==> src/rtl/psa_pkg.sv <==
// Shared PSA definitions: loader FSM encoding, frame header bytes and default BRAM widths.
// Also used by the search engine.
package psa_pkg;

  localparam int PSA_ADDR_W = 8;
  localparam int PSA_DATA_W = 8;

  localparam logic [7:0] PSA_HDR_PAT = 8'hA0;
  localparam logic [7:0] PSA_HDR_BLK = 8'hA1;

  typedef enum logic [2:0] {
    ST_IDLE  = 3'd0,
    ST_ADDR  = 3'd1,
    ST_LEN   = 3'd2,
    ST_DATA  = 3'd3,
    ST_DRAIN = 3'd4,
    ST_CSUM  = 3'd5,
    ST_FIN   = 3'd6
  } loader_state_t;

endpackage

==> src/rtl/psa_bram_loader_if.sv <==
// Bundle of the loader's byte stream, both BRAM write ports and the published frame results.
// Stream handshake: a byte moves on a clock edge where s_valid && s_ready; s_data is held while s_valid waits.
interface psa_bram_loader_if
  import psa_pkg::*;
#(
  parameter int ADDR_W = PSA_ADDR_W,
  parameter int DATA_W = PSA_DATA_W
);
  logic [DATA_W-1:0] s_data;
  logic              s_valid;
  logic              s_ready;
  logic              pat_we;
  logic [ADDR_W-1:0] pat_addr;
  logic [DATA_W-1:0] pat_din;
  logic              blk_we;
  logic [ADDR_W-1:0] blk_addr;
  logic [DATA_W-1:0] blk_din;
  logic [ADDR_W-1:0] p;
  logic [ADDR_W-1:0] pl;
  logic [ADDR_W-1:0] b;
  logic [ADDR_W-1:0] bl;
  logic              busy;
  logic              load_done;
  logic              err;
  loader_state_t     state;

  modport master (
    output s_data, s_valid,
    input  s_ready, pat_we, pat_addr, pat_din, blk_we, blk_addr, blk_din,
    input  p, pl, b, bl, busy, load_done, err, state
  );

  modport slave (
    input  s_data, s_valid,
    output s_ready, pat_we, pat_addr, pat_din, blk_we, blk_addr, blk_din,
    output p, pl, b, bl, busy, load_done, err, state
  );
endinterface

==> src/rtl/psa_bram_wport.sv <==
// Registered BRAM write-port driver: we/addr/din appear one cycle after the request.
module psa_bram_wport #(
  parameter int ADDR_W = 8,
  parameter int DATA_W = 8
) (
  input  logic              clk,
  input  logic              rst,
  input  logic              we_i,
  input  logic [ADDR_W-1:0] addr_i,
  input  logic [DATA_W-1:0] din_i,
  output logic              we_o,
  output logic [ADDR_W-1:0] addr_o,
  output logic [DATA_W-1:0] din_o
);

  logic              we_q;
  logic [ADDR_W-1:0] addr_q;
  logic [DATA_W-1:0] din_q;

  // addr/din only move on a write so the BRAM pins stay quiet between bytes.
  always_ff @(posedge clk or posedge rst) begin
    if (rst) begin
      we_q   <= 1'b0;
      addr_q <= '0;
      din_q  <= '0;
    end else begin
      we_q <= we_i;
      if (we_i) begin
        addr_q <= addr_i;
        din_q  <= din_i;
      end
    end
  end

  assign we_o   = we_q;
  assign addr_o = addr_q;
  assign din_o  = din_q;

endmodule

==> src/rtl/psa_bram_loader.sv <==
// Framed byte stream -> pattern/block BRAM writer; publishes start/length of the last good frame.
// Optional trailing XOR checksum byte when PSA_LOADER_CHECKSUM_EN is defined.
module psa_bram_loader
  import psa_pkg::*;
#(
  parameter int          ADDR_W  = PSA_ADDR_W,
  parameter int          DATA_W  = PSA_DATA_W,
  parameter logic [7:0]  HDR_PAT = PSA_HDR_PAT,
  parameter logic [7:0]  HDR_BLK = PSA_HDR_BLK
) (
  input  logic             CLK100MHZ,
  input  logic             reset,
  psa_bram_loader_if.slave ldr
);

`ifdef PSA_LOADER_CHECKSUM_EN
  localparam bit CSUM_EN = 1'b1;
`else
  localparam bit CSUM_EN = 1'b0;
`endif
  localparam loader_state_t TAIL_ST = CSUM_EN ? ST_CSUM : ST_FIN;
  localparam logic [ADDR_W:0] SPACE = {1'b1, {ADDR_W{1'b0}}};

  loader_state_t     state_q, state_d;
  logic              tgt_blk_q, tgt_blk_d;
  logic [ADDR_W-1:0] start_q, start_d;
  logic [ADDR_W-1:0] len_q, len_d;
  logic [ADDR_W-1:0] idx_q, idx_d;
  logic              err_q, err_d;
  logic              busy_q, busy_d;
  logic [DATA_W-1:0] csum_q, csum_d;
  logic [ADDR_W-1:0] p_q, p_d, pl_q, pl_d, b_q, b_d, bl_q, bl_d;

  logic              accept;
  logic              wr_en;
  logic [ADDR_W-1:0] byte_a;
  logic [ADDR_W:0]   end_sum;

  assign ldr.s_ready = (state_q != ST_FIN);
  assign accept      = ldr.s_valid && ldr.s_ready;
  assign byte_a      = ADDR_W'(ldr.s_data);
  assign end_sum     = {1'b0, start_q} + {1'b0, byte_a};
  assign wr_en       = (state_q == ST_DATA) && accept;

  always_ff @(posedge CLK100MHZ or posedge reset) begin
    if (reset) begin
      state_q   <= ST_IDLE;
      tgt_blk_q <= 1'b0;
      start_q   <= '0;
      len_q     <= '0;
      idx_q     <= '0;
      err_q     <= 1'b0;
      busy_q    <= 1'b0;
      csum_q    <= '0;
      p_q       <= '0;
      pl_q      <= '0;
      b_q       <= '0;
      bl_q      <= '0;
    end else begin
      state_q   <= state_d;
      tgt_blk_q <= tgt_blk_d;
      start_q   <= start_d;
      len_q     <= len_d;
      idx_q     <= idx_d;
      err_q     <= err_d;
      busy_q    <= busy_d;
      csum_q    <= csum_d;
      p_q       <= p_d;
      pl_q      <= pl_d;
      b_q       <= b_d;
      bl_q      <= bl_d;
    end
  end

  always_comb begin
    state_d   = state_q;
    tgt_blk_d = tgt_blk_q;
    start_d   = start_q;
    len_d     = len_q;
    idx_d     = idx_q;
    err_d     = err_q;
    busy_d    = busy_q;
    csum_d    = csum_q;
    p_d       = p_q;
    pl_d      = pl_q;
    b_d       = b_q;
    bl_d      = bl_q;
    unique case (state_q)
      ST_IDLE: begin
        // Non-header bytes are line noise between frames and are dropped silently.
        if (accept && (ldr.s_data == HDR_PAT || ldr.s_data == HDR_BLK)) begin
          tgt_blk_d = (ldr.s_data == HDR_BLK);
          err_d     = 1'b0;
          busy_d    = 1'b1;
          csum_d    = ldr.s_data;
          state_d   = ST_ADDR;
        end
      end
      ST_ADDR: begin
        if (accept) begin
          start_d = byte_a;
          csum_d  = csum_q ^ ldr.s_data;
          state_d = ST_LEN;
        end
      end
      ST_LEN: begin
        if (accept) begin
          len_d  = byte_a;
          idx_d  = '0;
          csum_d = csum_q ^ ldr.s_data;
          if (end_sum > SPACE) begin
            err_d   = 1'b1;
            state_d = ST_DRAIN;
          end else if (byte_a == '0) begin
            state_d = TAIL_ST;
          end else begin
            state_d = ST_DATA;
          end
        end
      end
      ST_DATA, ST_DRAIN: begin
        if (accept) begin
          idx_d  = idx_q + ADDR_W'(1);
          csum_d = csum_q ^ ldr.s_data;
          if (idx_q == len_q - ADDR_W'(1)) state_d = TAIL_ST;
        end
      end
      ST_CSUM: begin
        if (accept) begin
          if (ldr.s_data != csum_q) err_d = 1'b1;
          state_d = ST_FIN;
        end
      end
      ST_FIN: begin
        busy_d  = 1'b0;
        state_d = ST_IDLE;
        if (!err_q) begin
          if (tgt_blk_q) begin
            b_d  = start_q;
            bl_d = len_q;
          end else begin
            p_d  = start_q;
            pl_d = len_q;
          end
        end
      end
      default: state_d = ST_IDLE;
    endcase
  end

  psa_bram_wport #(.ADDR_W(ADDR_W), .DATA_W(DATA_W)) u_pat_port (
    .clk(CLK100MHZ), .rst(reset),
    .we_i(wr_en && !tgt_blk_q), .addr_i(start_q + idx_q), .din_i(ldr.s_data),
    .we_o(ldr.pat_we), .addr_o(ldr.pat_addr), .din_o(ldr.pat_din)
  );

  psa_bram_wport #(.ADDR_W(ADDR_W), .DATA_W(DATA_W)) u_blk_port (
    .clk(CLK100MHZ), .rst(reset),
    .we_i(wr_en && tgt_blk_q), .addr_i(start_q + idx_q), .din_i(ldr.s_data),
    .we_o(ldr.blk_we), .addr_o(ldr.blk_addr), .din_o(ldr.blk_din)
  );

  assign ldr.p         = p_q;
  assign ldr.pl        = pl_q;
  assign ldr.b         = b_q;
  assign ldr.bl        = bl_q;
  assign ldr.busy      = busy_q;
  assign ldr.load_done = (state_q == ST_FIN) && !err_q;
  assign ldr.err       = (state_q == ST_FIN) && err_q;
  assign ldr.state     = state_q;

endmodule

==> src/flat_wrapper.sv <==
// flat-port wrapper written by rule: the top's interface ports become plain ports
module psa_bram_loader_flat import psa_pkg::*;
#(
  parameter int          ADDR_W  = PSA_ADDR_W,
  parameter int          DATA_W  = PSA_DATA_W,
  parameter logic [7:0]  HDR_PAT = PSA_HDR_PAT,
  parameter logic [7:0]  HDR_BLK = PSA_HDR_BLK
)
  (CLK100MHZ, reset, ldr_s_data, ldr_s_valid, ldr_s_ready, ldr_pat_we, ldr_pat_addr, ldr_pat_din, ldr_blk_we, ldr_blk_addr, ldr_blk_din, ldr_p, ldr_pl, ldr_b, ldr_bl, ldr_busy, ldr_load_done, ldr_err, ldr_state);
  psa_bram_loader_if #(.ADDR_W(ADDR_W), .DATA_W(DATA_W)) ldr_i ();
  input  logic CLK100MHZ;
  input  logic reset;
  input wire logic [$bits(ldr_i.s_data)-1:0] ldr_s_data;
  input wire logic [$bits(ldr_i.s_valid)-1:0] ldr_s_valid;
  output wire logic [$bits(ldr_i.s_ready)-1:0] ldr_s_ready;
  output wire logic [$bits(ldr_i.pat_we)-1:0] ldr_pat_we;
  output wire logic [$bits(ldr_i.pat_addr)-1:0] ldr_pat_addr;
  output wire logic [$bits(ldr_i.pat_din)-1:0] ldr_pat_din;
  output wire logic [$bits(ldr_i.blk_we)-1:0] ldr_blk_we;
  output wire logic [$bits(ldr_i.blk_addr)-1:0] ldr_blk_addr;
  output wire logic [$bits(ldr_i.blk_din)-1:0] ldr_blk_din;
  output wire logic [$bits(ldr_i.p)-1:0] ldr_p;
  output wire logic [$bits(ldr_i.pl)-1:0] ldr_pl;
  output wire logic [$bits(ldr_i.b)-1:0] ldr_b;
  output wire logic [$bits(ldr_i.bl)-1:0] ldr_bl;
  output wire logic [$bits(ldr_i.busy)-1:0] ldr_busy;
  output wire logic [$bits(ldr_i.load_done)-1:0] ldr_load_done;
  output wire logic [$bits(ldr_i.err)-1:0] ldr_err;
  output wire logic [$bits(ldr_i.state)-1:0] ldr_state;
  assign ldr_i.s_data = ldr_s_data;
  assign ldr_i.s_valid = ldr_s_valid;
  assign ldr_s_ready = ldr_i.s_ready;
  assign ldr_pat_we = ldr_i.pat_we;
  assign ldr_pat_addr = ldr_i.pat_addr;
  assign ldr_pat_din = ldr_i.pat_din;
  assign ldr_blk_we = ldr_i.blk_we;
  assign ldr_blk_addr = ldr_i.blk_addr;
  assign ldr_blk_din = ldr_i.blk_din;
  assign ldr_p = ldr_i.p;
  assign ldr_pl = ldr_i.pl;
  assign ldr_b = ldr_i.b;
  assign ldr_bl = ldr_i.bl;
  assign ldr_busy = ldr_i.busy;
  assign ldr_load_done = ldr_i.load_done;
  assign ldr_err = ldr_i.err;
  assign ldr_state = ldr_i.state;
  psa_bram_loader #(.ADDR_W(ADDR_W), .DATA_W(DATA_W), .HDR_PAT(HDR_PAT), .HDR_BLK(HDR_BLK)) u_core (.CLK100MHZ(CLK100MHZ), .reset(reset), .ldr(ldr_i));
endmodule
==> config.mk <==
export PLATFORM = sky130hd
export DESIGN_NAME = psa_bram_loader_flat
export DESIGN_NICKNAME = d
export VERILOG_FILES = /design/src/rtl/psa_pkg.sv /design/src/rtl/psa_bram_loader_if.sv /design/src/rtl/psa_bram_wport.sv /design/src/rtl/psa_bram_loader.sv /design/src/flat_wrapper.sv
export SDC_FILE = /design/constraint.sdc
export NUM_CORES = 1
export LEC_CHECK = 0
export ABC_AREA = 0
export BUFFER_PORTS_ARGS = -buffer_cell sky130_fd_sc_hd__buf_2
export CORE_UTILIZATION = 40
export DETAILED_ROUTE_END_ITERATION = 10
export PLACE_DENSITY = 0.61
export SLEW_MARGIN = 20
export SYNTH_ARGS = -nofsm -noshare
export SYNTH_HDL_FRONTEND = slang
export SYNTH_HIERARCHICAL = 1
export SYNTH_SLANG_ARGS = --single-unit
==> constraint.sdc <==
create_clock -name CLK100MHZ -period 8.3 [get_ports CLK100MHZ]
set_clock_uncertainty 0.05 [all_clocks]
set_input_delay 1.66 -clock CLK100MHZ [delete_from_list [all_inputs] [get_ports CLK100MHZ]]
set_output_delay 1.66 -clock CLK100MHZ [all_outputs]
set_load 0.05 [all_outputs]
# --- Yosys cells after proc, flatten, opt, wreduce, memory -nomap -nowiden ---
# Index checks and enable logic that the tools add are counted.
totals:
  reg_bits: 104
  output_inout_bits: 73
op_classes:
  n_eq_ne: 20
  n_mux: 23
  bitwise: 3
  magnitude_cmp: 1
  addsub: 4
  reduce_logical: 28
ops:
  columns: ["operator", "count"]
  rows:
  - ["8-bit two-way mux", 4]
  - ["8-bit case mux with 2 select lines", 2]
  - ["3-bit two-way mux", 8]
  - ["2-bit by 1-bit != test with 1-bit output (second input constant)", 9]
  - ["8-bit equality test (second input constant)", 2]
  - ["3-bit case mux with 5 select lines", 1]
  - ["3-bit AND reduction", 4]
  - ["6-bit AND reduction", 2]
  - ["8-bit by 8-bit adder with 9-bit output", 1]
  - ["3-bit equality test (second input constant)", 3]
  - ["9-bit > comparator (second input constant)", 1]
  - ["8-bit by 1-bit adder with 8-bit output (second input constant)", 1]
  - ["8-bit adder", 1]
  - ["8-bit equality test", 1]
  - ["8-bit zero test", 1]
  - ["8-bit != test", 1]
  - ["2-bit AND reduction", 4]
  - ["8-bit by 1-bit subtractor with 8-bit output (second input constant)", 1]
  - ["8-bit XOR", 1]
  - ["1-bit logical AND", 7]
  - ["3-bit by 2-bit equality test with 1-bit output (second input constant)", 2]
  - ["1-bit two-way mux", 6]
  - ["2-bit nonzero test", 3]
  - ["4-bit OR reduction", 1]
  - ["10 further kinds", 12]

# --- Logic depth before layout (Yosys ltp) ---
# Gate-level depths: netlist of the first run.
logic_depth:
  word_depth: 5
  mapped_depth: 10
  mapped_depth_nobuf: 10

# --- Cells and area by module ---
# Netlist of the first run, hierarchy kept.
modules_own_cells:
  columns: ["mod", "cells_each", "seq_area_each_um2", "area_each_um2", "instances"]
  rows:
  - ["psa_bram_loader", 389, 1751.7, 4035.1, 1]
  - ["psa_bram_wport", 36, 425.4, 678.2, 2]

# --- Least setup slack after synthesis of the first run ---
# Ideal clock, no wire load.
synth_path:
  path_kind: "flip-flop to output port"
  start: "register u_core.state_q[1] (netlist: u_core/ldr.state[1])"
  end: "output ldr_load_done"
  path_slack_ns: 4.335
  arrival_ns: 2.255
  stages_incl_launch_ff: 5
  cell_sequence: "dfrtp_1 -> clkbuf_2 -> nor2b_1 -> nand2_1 -> nor2_1"
synth_via:
  elab_chain_cells: 2
synth_lines:
  columns: ["item", "line", "rtl"]
  rows:
  - ["start, declared", "psa_bram_loader.sv:24", "loader_state_t state_q, state_d;"]
  - ["start signal, assigned", "psa_bram_loader.sv:60", "state_q <= state_d;"]
  - ["3-bit equality test", "psa_bram_loader.sv:168", "assign ldr.load_done = (state_q == ST_FIN) && !err_q;"]
  - ["1-bit logical AND", "psa_bram_loader.sv:168", null]
  - ["end, declared", "flat_wrapper.sv:27", "output wire logic [$bits(ldr_i.load_done)-1:0] ldr_load_done;"]
# Every way passes these cells.

# --- Final worst setup path of the first run ---
layout_path:
  start: "input ldr_s_data[0]"
  end: "register u_core.state_q[2] (netlist: u_core/ldr.state[2])"
layout_via:
  elab_chain_cells: 5
layout_lines:
  columns: ["item", "line", "rtl"]
  rows:
  - ["start, declared", "flat_wrapper.sv:13", "input wire logic [$bits(ldr_i.s_data)-1:0] ldr_s_data;"]
  - ["8-bit by 8-bit adder with 9-bit output (tied with other cells)", "psa_bram_loader.sv:42", "assign end_sum = {1'b0, start_q} + {1'b0, byte_a};"]
  - ["9-bit > comparator (tied with other cells)", "psa_bram_loader.sv:111", "if (end_sum > SPACE) begin"]
  - ["3-bit two-way mux / 1-bit logical AND (equally long branches)", "psa_bram_loader.sv:111, psa_bram_loader.sv:91", null]
  - ["3-bit two-way mux / 2-bit by 1-bit != test with 1-bit output (equally long branches)", null, null]
  - ["3-bit case mux with 5 select lines / 6-bit AND reduction (equally long branches)", null, null]
# Parallel ways exist; a longest one is shown, timed or not. The select of a mux whose other input is x is not followed.
# A chain may end at the register's enable or synchronous reset.

==> impl_metrics.tcl, run 1 <==
set metrics [dict create \
    status "finished, final reports clean" \
    hold_path.class "flip-flop to flip-flop" \
    critical_path.endpoint_type "flip-flop" \
    min_period_ns 4.02 \
    first_iter_violations 154 \
    cts_htree_levels 3 \
    syn-instance-count 461 \
    synth_top_cell_by_area "sky130_fd_sc_hd__dfrtp_1" \
    cts_buffer_depth 2 \
    synthFlopType "sky130_fd_sc_hd__dfrtp_1" \
    avgSynthCellArea_um2 11.7 \
    die_area_um2 13900 \
    wirelength_met1_mm 5.84 \
    rsz0062_at_grt "no" \
    post_drt_via_cell_ratio 5.26 \
    end_point_of_the_most_critical_hold_path "u_core/ldr.bl[0]$_DFFE_PP0P_" \
    powerDensity_nw_per_um2 402 \
    cts.clk_slew.worst_paths_ns 0.07 \
    hold_path_startpoint "u_core/ldr.bl[0]$_DFFE_PP0P_" \
    synth_cell_type_count 61 \
    max_slew.worst_pin.slew_ns 1.08 \
    final.setup.tns_ns 0 \
    floorplan.core_area_um2 13200 \
    antenna_cells_inserted 0 \
    met3_wirelength_um 633 \
    port-buffer-count 83 \
    num_io_pins 84 \
    hold-path-cell-count 2 \
    cts_num_sinks 104 \
    drt_pre_antenna_iters 5 \
    asyncSetResetFlopFracSynth_pct 100 \
    critical_path_required_ns 8.49 \
    drt-wirelength-per-cell_um 17.9 \
    cap_violations 0 \
    rows 42 \
    cts_hold_buffers 0 \
    routed-wl-met2_mm 6.14 \
    synth.most_common_cell "sky130_fd_sc_hd__dfrtp_1" \
    post_synth_instance_area_um2 5390 \
    timing.max_slew.rel_slack_pct 27.8 \
    num_vias 3768 \
    tritoncts_clock_tree "yes" \
    globalplace.congestion 0.935 \
    post_cts_setup_buffers 0 \
    max-vdd-ir-drop_mv 0.178 \
    clock_tree.root_cell "sky130_fd_sc_hd__clkbuf_16" \
    yosys_warnings 6 \
    synth.top_cells.by_area "sky130_fd_sc_hd__dfrtp_1, sky130_fd_sc_hd__mux2_2, sky130_fd_sc_hd__mux2_4, sky130_fd_sc_hd__ha_1, sky130_fd_sc_hd__xor2_1" \
    cp_data_arrival_time_ns 4.21 \
    cts_repair_resized_insts 0 \
    clock.fmax_ghz 0.248 \
    floorplan.die.width_um 118 \
    rrSetupSlack_ns 5.32 \
    critPathKind "input port to flip-flop" \
    design.final.nets 565 \
    synth-seq-cells 104 \
    antenna_left 0 \
    global_route.overflow_total 0 \
    hold_slack_final_ns 0.426 \
    grt_start_max_net_pins 71 \
    reg2reg_depth 8 \
    r2r_end "u_core/ldr.state[2]$_DFFE_PP0P_" \
    share_of_the_synthesized_area_in_the_top_cell_type_pct 48.3 \
    mappedNetlistNets 491 \
    critPathLaunchType "input port" \
    power.static_leakage_uw 0.00305 \
    share_of_cells_above_drive_strength_1_pct 35.4 \
    drc 0 \
    finalSetupViolCount 0 \
    place.detailed.hpwl_mm 9.23 \
    placed_cell_area_um2 5910 \
    post-route-period-util_pct 48.5 \
    grt_antenna_before_repair 0 \
    first_global_vias 3858 \
    path_max_fanout 10 \
    slew_violations 0 \
    finish.instance_area_um2 6220 \
    wirelength_mm 12.8 \
    synth.yosys.seq_area_share_pct 48.3 \
    grt_first_pass_wirelength_mm 21.0 \
    insertion_delay_ns 0.35 \
    groute.usage.overall_pct 19.6 \
    tritoncts.num_buffers 9 \
    rr_startpoint "u_core/start_q[0]$_DFFE_PP0P_" \
    synth_enable_flop_cells 0 \
    synth_top_cells_by_count "sky130_fd_sc_hd__dfrtp_1, sky130_fd_sc_hd__mux2_2, sky130_fd_sc_hd__nand2_1" \
    die-height_um 118 \
    synthesis_to_layout_area_growth_pct 15.4 \
    timing.final.hold_violations 0 \
    top_layer_used "met4" \
    initial_core_util_pct 40.9 \
]
flip-flops by register name (all words and copies together), names as in the netlist:
signal / cells
u_core/csum_q: 8
u_core/idx_q: 8
u_core/ldr.b: 8
u_core/ldr.bl: 8
u_core/ldr.p: 8
u_core/ldr.pl: 8
u_core/len_q: 8
u_core/start_q: 8
u_core/u_blk_port/addr_o: 8
u_core/u_blk_port/din_o: 8
u_core/u_pat_port/addr_o: 8
u_core/u_pat_port/din_o: 8
u_core/ldr.state: 3
u_core/err_q: 1
u_core/ldr.busy: 1
u_core/tgt_blk_q: 1
u_core/u_blk_port/we_o: 1
u_core/u_pat_port/we_o: 1
layout by cell type (no fill, tap or decap), types with 5 or more instances in the layout:
cell / Yosys / layout
sky130_fd_sc_hd__dfrtp_1: 104 / 104
sky130_fd_sc_hd__buf_2: 1 / 83
sky130_fd_sc_hd__mux2_2: 55 / 55
sky130_fd_sc_hd__nand2_1: 30 / 30
sky130_fd_sc_hd__a21oi_1: 27 / 27
sky130_fd_sc_hd__nor2_1: 23 / 21
sky130_fd_sc_hd__mux2_4: 20 / 20
sky130_fd_sc_hd__xor2_1: 17 / 17
sky130_fd_sc_hd__ha_1: 17 / 17
sky130_fd_sc_hd__o21ai_0: 16 / 16
sky130_fd_sc_hd__inv_1: 17 / 16
sky130_fd_sc_hd__xnor2_1: 15 / 15
sky130_fd_sc_hd__nand3_1: 11 / 11
sky130_fd_sc_hd__clkbuf_16: 0 / 9
sky130_fd_sc_hd__nor2b_1: 5 / 5
sky130_fd_sc_hd__and3_1: 5 / 5
sky130_fd_sc_hd__a21o_1: 5 / 5
sky130_fd_sc_hd__o22ai_1: 5 / 5
cell families (layout without fill, tap and decap cells):
logic type / Yosys count / count (layout) / share of synthesized area (%)
DFF: 104 / 104 / 48.3
AOI/OAI and AO/OA: 87 / 87 / 10.8
buffers and inverters: 39 / 118 / 3.71
muxes: 75 / 75 / 17.1
adders and majority gates: 19 / 19 / 4.69
xor gates and xnor gates: 32 / 32 / 5.20
and+or+nand+nor: 105 / 105 / 10.3
through the flow:
stage                     cells  util, %  total power (µW)  setup slack (ns)
after global routing        716     47.2              2670              4.05
after CTS                   716     47.1              2530              4.31
after floorplan             461        -              1790              4.34
after global placement      700     44.8              2050              3.97
final                       716     47.2              2500              4.28
after detailed placement    700     44.8              2070              3.94
power by group:
part	leakage, µW	switching (µW)	total, µW	internal, µW
sequential	0.00135	202	870	667
combinational	0.00155	746	1190	449
clock	0.000153	197	437	240
routing by layer:
layer	up-vias	global-route usage, %
li1	1797	-
met1	1868	26.5
met2	90	30.8
met3	13	4.60
met4	0	6.89
met5	-	0
worst max-delay path: stages:
cell and delay (ns):
sky130_fd_sc_hd__buf_2 0.21, sky130_fd_sc_hd__ha_1 0.26, sky130_fd_sc_hd__fa_1 0.42, sky130_fd_sc_hd__or2_2 0.29, sky130_fd_sc_hd__a2111oi_0 0.37, sky130_fd_sc_hd__o2111ai_1 0.21, sky130_fd_sc_hd__nor4_2 0.44, sky130_fd_sc_hd__o21ai_0 0.13
sky130_fd_sc_hd__a31o_1 0.22
layout make-up:
type	instances	area, µm²
well taps	176	220
clock inverters	7	81.3
clock buffers	9	225
multi-input cells	318	2600
flip-flops and latches	104	2600
fillers	1222	6970
inverters	17	63.8
repair buffers	85	430
worst max-delay path by stage:
stage,startpoint,endpoint,slack (ns),cells past startpoint
2_1_floorplan,u_core/ldr.state[1]$_DFFE_PP0P_,ldr_load_done,4.34,4
3_3_place_gp,ldr_s_data[0],u_core/ldr.state[2]$_DFFE_PP0P_,3.97,9
3_5_place_dp,ldr_s_data[0],u_core/ldr.state[2]$_DFFE_PP0P_,3.94,9
4_1_cts,ldr_s_data[0],u_core/ldr.state[2]$_DFFE_PP0P_,4.31,9
5_1_grt,ldr_s_data[0],u_core/err_q$_DFFE_PP0P_,4.05,9
6_report,ldr_s_data[0],u_core/ldr.state[2]$_DFFE_PP0P_,4.28,9
Note: power is estimated with default switching activity, not from simulation.
==> run 2: changes to the inputs <==
Settings changed: ABC_AREA 0 to 1, PLACE_DENSITY 0.61 to 0.63.
Clock period 8.3 ns to 3.39 ns, I/O delays scaled along.
==> impl_metrics.tcl, run 2 <==
set metrics [dict create \
    status "finished, final reports clean" \
    final.setup.tns_ns 0 \
    synth-seq-cells 104 \
    asyncSetResetFlopFracSynth_pct 100 \
    synth.most_common_cell "sky130_fd_sc_hd__nand2_1" \
    num_io_pins 84 \
    cts_repair_resized_insts 0 \
    cts.clk_slew.worst_paths_ns 0.07 \
    cts_hold_buffers 0 \
    cts_buffer_depth 2 \
    insertion_delay_ns 0.35 \
    finalSetupViolCount 0 \
    synthesis_to_layout_area_growth_pct 14.9 \
    synth_enable_flop_cells 0 \
    path_max_fanout 8 \
    num_vias 4600 \
    grt_first_pass_wirelength_mm 22.0 \
    yosys_warnings 6 \
    rr_startpoint "u_core/start_q[0]$_DFFE_PP0P_" \
    rrSetupSlack_ns 1.04 \
    synth.yosys.seq_area_share_pct 48.1 \
    port-buffer-count 83 \
    syn-instance-count 665 \
    initial_core_util_pct 40.9 \
    cts_htree_levels 3 \
    synth_top_cells_by_count "sky130_fd_sc_hd__nand2_1, sky130_fd_sc_hd__dfrtp_1, sky130_fd_sc_hd__inv_1" \
    place.detailed.hpwl_mm 9.91 \
    wirelength_mm 13.3 \
    drt_pre_antenna_iters 8 \
    timing.final.hold_violations 0 \
    min_period_ns 2.50 \
    rsz0062_at_grt "no" \
    synth_cell_type_count 39 \
    mappedNetlistNets 695 \
    antenna_left 0 \
    synth_top_cell_by_area "sky130_fd_sc_hd__dfrtp_1" \
    hold_slack_final_ns 0.294 \
    fill_cells 1328 \
    r2r_end "u_core/ldr.state[2]$_DFFE_PP0P_" \
    share_of_the_synthesized_area_in_the_top_cell_type_pct 48.1 \
    tritoncts.num_buffers 9 \
    slew_violations 0 \
    share_of_cells_above_drive_strength_1_pct 18.6 \
    finalPower_uw 5770 \
    power.static_leakage_uw 0.00337 \
    floorplan.core_area_um2 13200 \
    synthFlopType "sky130_fd_sc_hd__dfrtp_1" \
    post_synth_instance_area_um2 5420 \
    layout.cells.non_filler 927 \
    cap_violations 0 \
    cp_data_arrival_time_ns 1.77 \
    dp.cells 911 \
    clock_tree.root_cell "sky130_fd_sc_hd__clkbuf_16" \
    drc 0 \
    post-route-period-util_pct 73.7 \
    timing.max_slew.rel_slack_pct 57.4 \
    floorplan.die.width_um 118 \
    first_global_vias 4319 \
    tritoncts_clock_tree "yes" \
    critical_path_required_ns 2.66 \
    global_route.overflow_total 0 \
    clock.fmax_ghz 0.400 \
    post_drt_via_cell_ratio 4.96 \
    die-height_um 118 \
    globalplace.congestion 0.882 \
    avgSynthCellArea_um2 8.14 \
    groute.usage.overall_pct 20.2 \
    grt_start_max_net_pins 33 \
    post_cts_setup_buffers 0 \
    layout.cells.most_common_list "sky130_fd_sc_hd__nand2_1, sky130_fd_sc_hd__dfrtp_1, sky130_fd_sc_hd__buf_2" \
    reg2reg_depth 15 \
    hold_path.class "input port to asynchronous set/reset pin" \
    powerDensity_nw_per_um2 927 \
    rows 42 \
    critPathLaunchType "flip-flop" \
    layout_commonest_cell "sky130_fd_sc_hd__nand2_1" \
    max-vdd-ir-drop_mv 0.327 \
    critical_path.endpoint_type "output port" \
    max_slew.worst_pin.slew_ns 0.638 \
    post-route-util_pct 47.0 \
    design.final.nets 776 \
    antenna_cells_inserted 0 \
    grt_antenna_before_repair 0 \
    first_iter_violations 372 \
    critPathKind "flip-flop to output port" \
    drt-wirelength-per-cell_um 14.4 \
    synth.top_cells.by_area "sky130_fd_sc_hd__dfrtp_1, sky130_fd_sc_hd__nand2_1, sky130_fd_sc_hd__o21ai_0, sky130_fd_sc_hd__inv_1, sky130_fd_sc_hd__ha_1" \
    cts_num_sinks 104 \
    die_area_um2 14000 \
]
==> run 2: changes by cell type in the layout (fill, tap and decap cells not counted), moves of 15 or more <==
cell	delta
sky130_fd_sc_hd__o21ai_0	+40
sky130_fd_sc_hd__nor2_1	+22
sky130_fd_sc_hd__nand2_2	+15
sky130_fd_sc_hd__nand2_1	+202
sky130_fd_sc_hd__mux2_4	-20
sky130_fd_sc_hd__inv_1	+47
sky130_fd_sc_hd__nand3_1	+15
sky130_fd_sc_hd__mux2_2	-55
==> run 2: kinds of logic (layout without fill, tap and decap cells) <==
group / after synthesis / after routing / synth area share, %
AOI/OAI and AO/OA: 92 / 92 / 9.20
xor gates and xnor gates: 21 / 21 / 3.40
adders and majority gates: 19 / 19 / 4.67
buffers and inverters: 87 / 173 / 7.74
DFF: 104 / 104 / 48.1
and+or+nand+nor: 342 / 342 / 26.9
==> run 2: layer usage <==
layer	track usage (%)	share of wire (%)	vias up
met2	33.8	49	124
met4	7.29	1.8	0
li1	-	-	2267
met3	3.57	4.1	19
met1	26.2	45	2190
met5	0	0	-
==> run 2: power by group <==
group,switching (µW),total [µW],internal [µW]
Clock,483,1010,528
Sequential,330,1950,1620
Combinational,2020,2810,792
Total,2830,5770,2940
==> run 2: how the worst max path moves through the flow <==
stage                                                from                              end  slack (ns)  cells after the start
after floorplan           u_core/ldr.state[2]$_DFFE_PP0P_                          ldr_err        0.65                      5
after global placement                      ldr_s_data[0]  u_core/ldr.state[2]$_DFFE_PP0P_        0.65                     16
after detailed placement                    ldr_s_data[0]  u_core/ldr.state[2]$_DFFE_PP0P_        0.58                     16
after CTS                 u_core/ldr.state[2]$_DFFE_PP0P_                    ldr_load_done        0.90                      5
after global routing                        ldr_s_data[0]  u_core/ldr.state[2]$_DFFE_PP0P_        0.67                     16
final                     u_core/ldr.state[2]$_DFFE_PP0P_                    ldr_load_done        0.89                      5
==> run 2: per-stage QoR <==
step,setup WS (ns),area [µm²]
after floorplan,0.648,5420
after global placement,0.651,5930
after detailed placement,0.576,5930
after CTS,0.895,6220
after global routing,0.666,6220
final,0.891,6220
==> run 2: worst max-delay path, stage by stage (launching register included) <==
cell and delay (ns):
sky130_fd_sc_hd__dfrtp_1 0.53, sky130_fd_sc_hd__nand2_1 0.16, sky130_fd_sc_hd__nor2_1 0.20, sky130_fd_sc_hd__inv_2 0.10
sky130_fd_sc_hd__nor2_4 0.14, sky130_fd_sc_hd__buf_2 0.28
==> run 2: cell type report <==
type                            count  area [µm²]  area share [%]
Clock inverter                      6        50.0           0.804
Tap cell                          176         220            3.54
Sequential cell                   104        2600            41.8
Clock buffer                       10         239            3.84
Multi-Input combinational cell    474        2390            38.5
Inverter                           70         273            4.38
Timing Repair Buffer               87         445            7.16
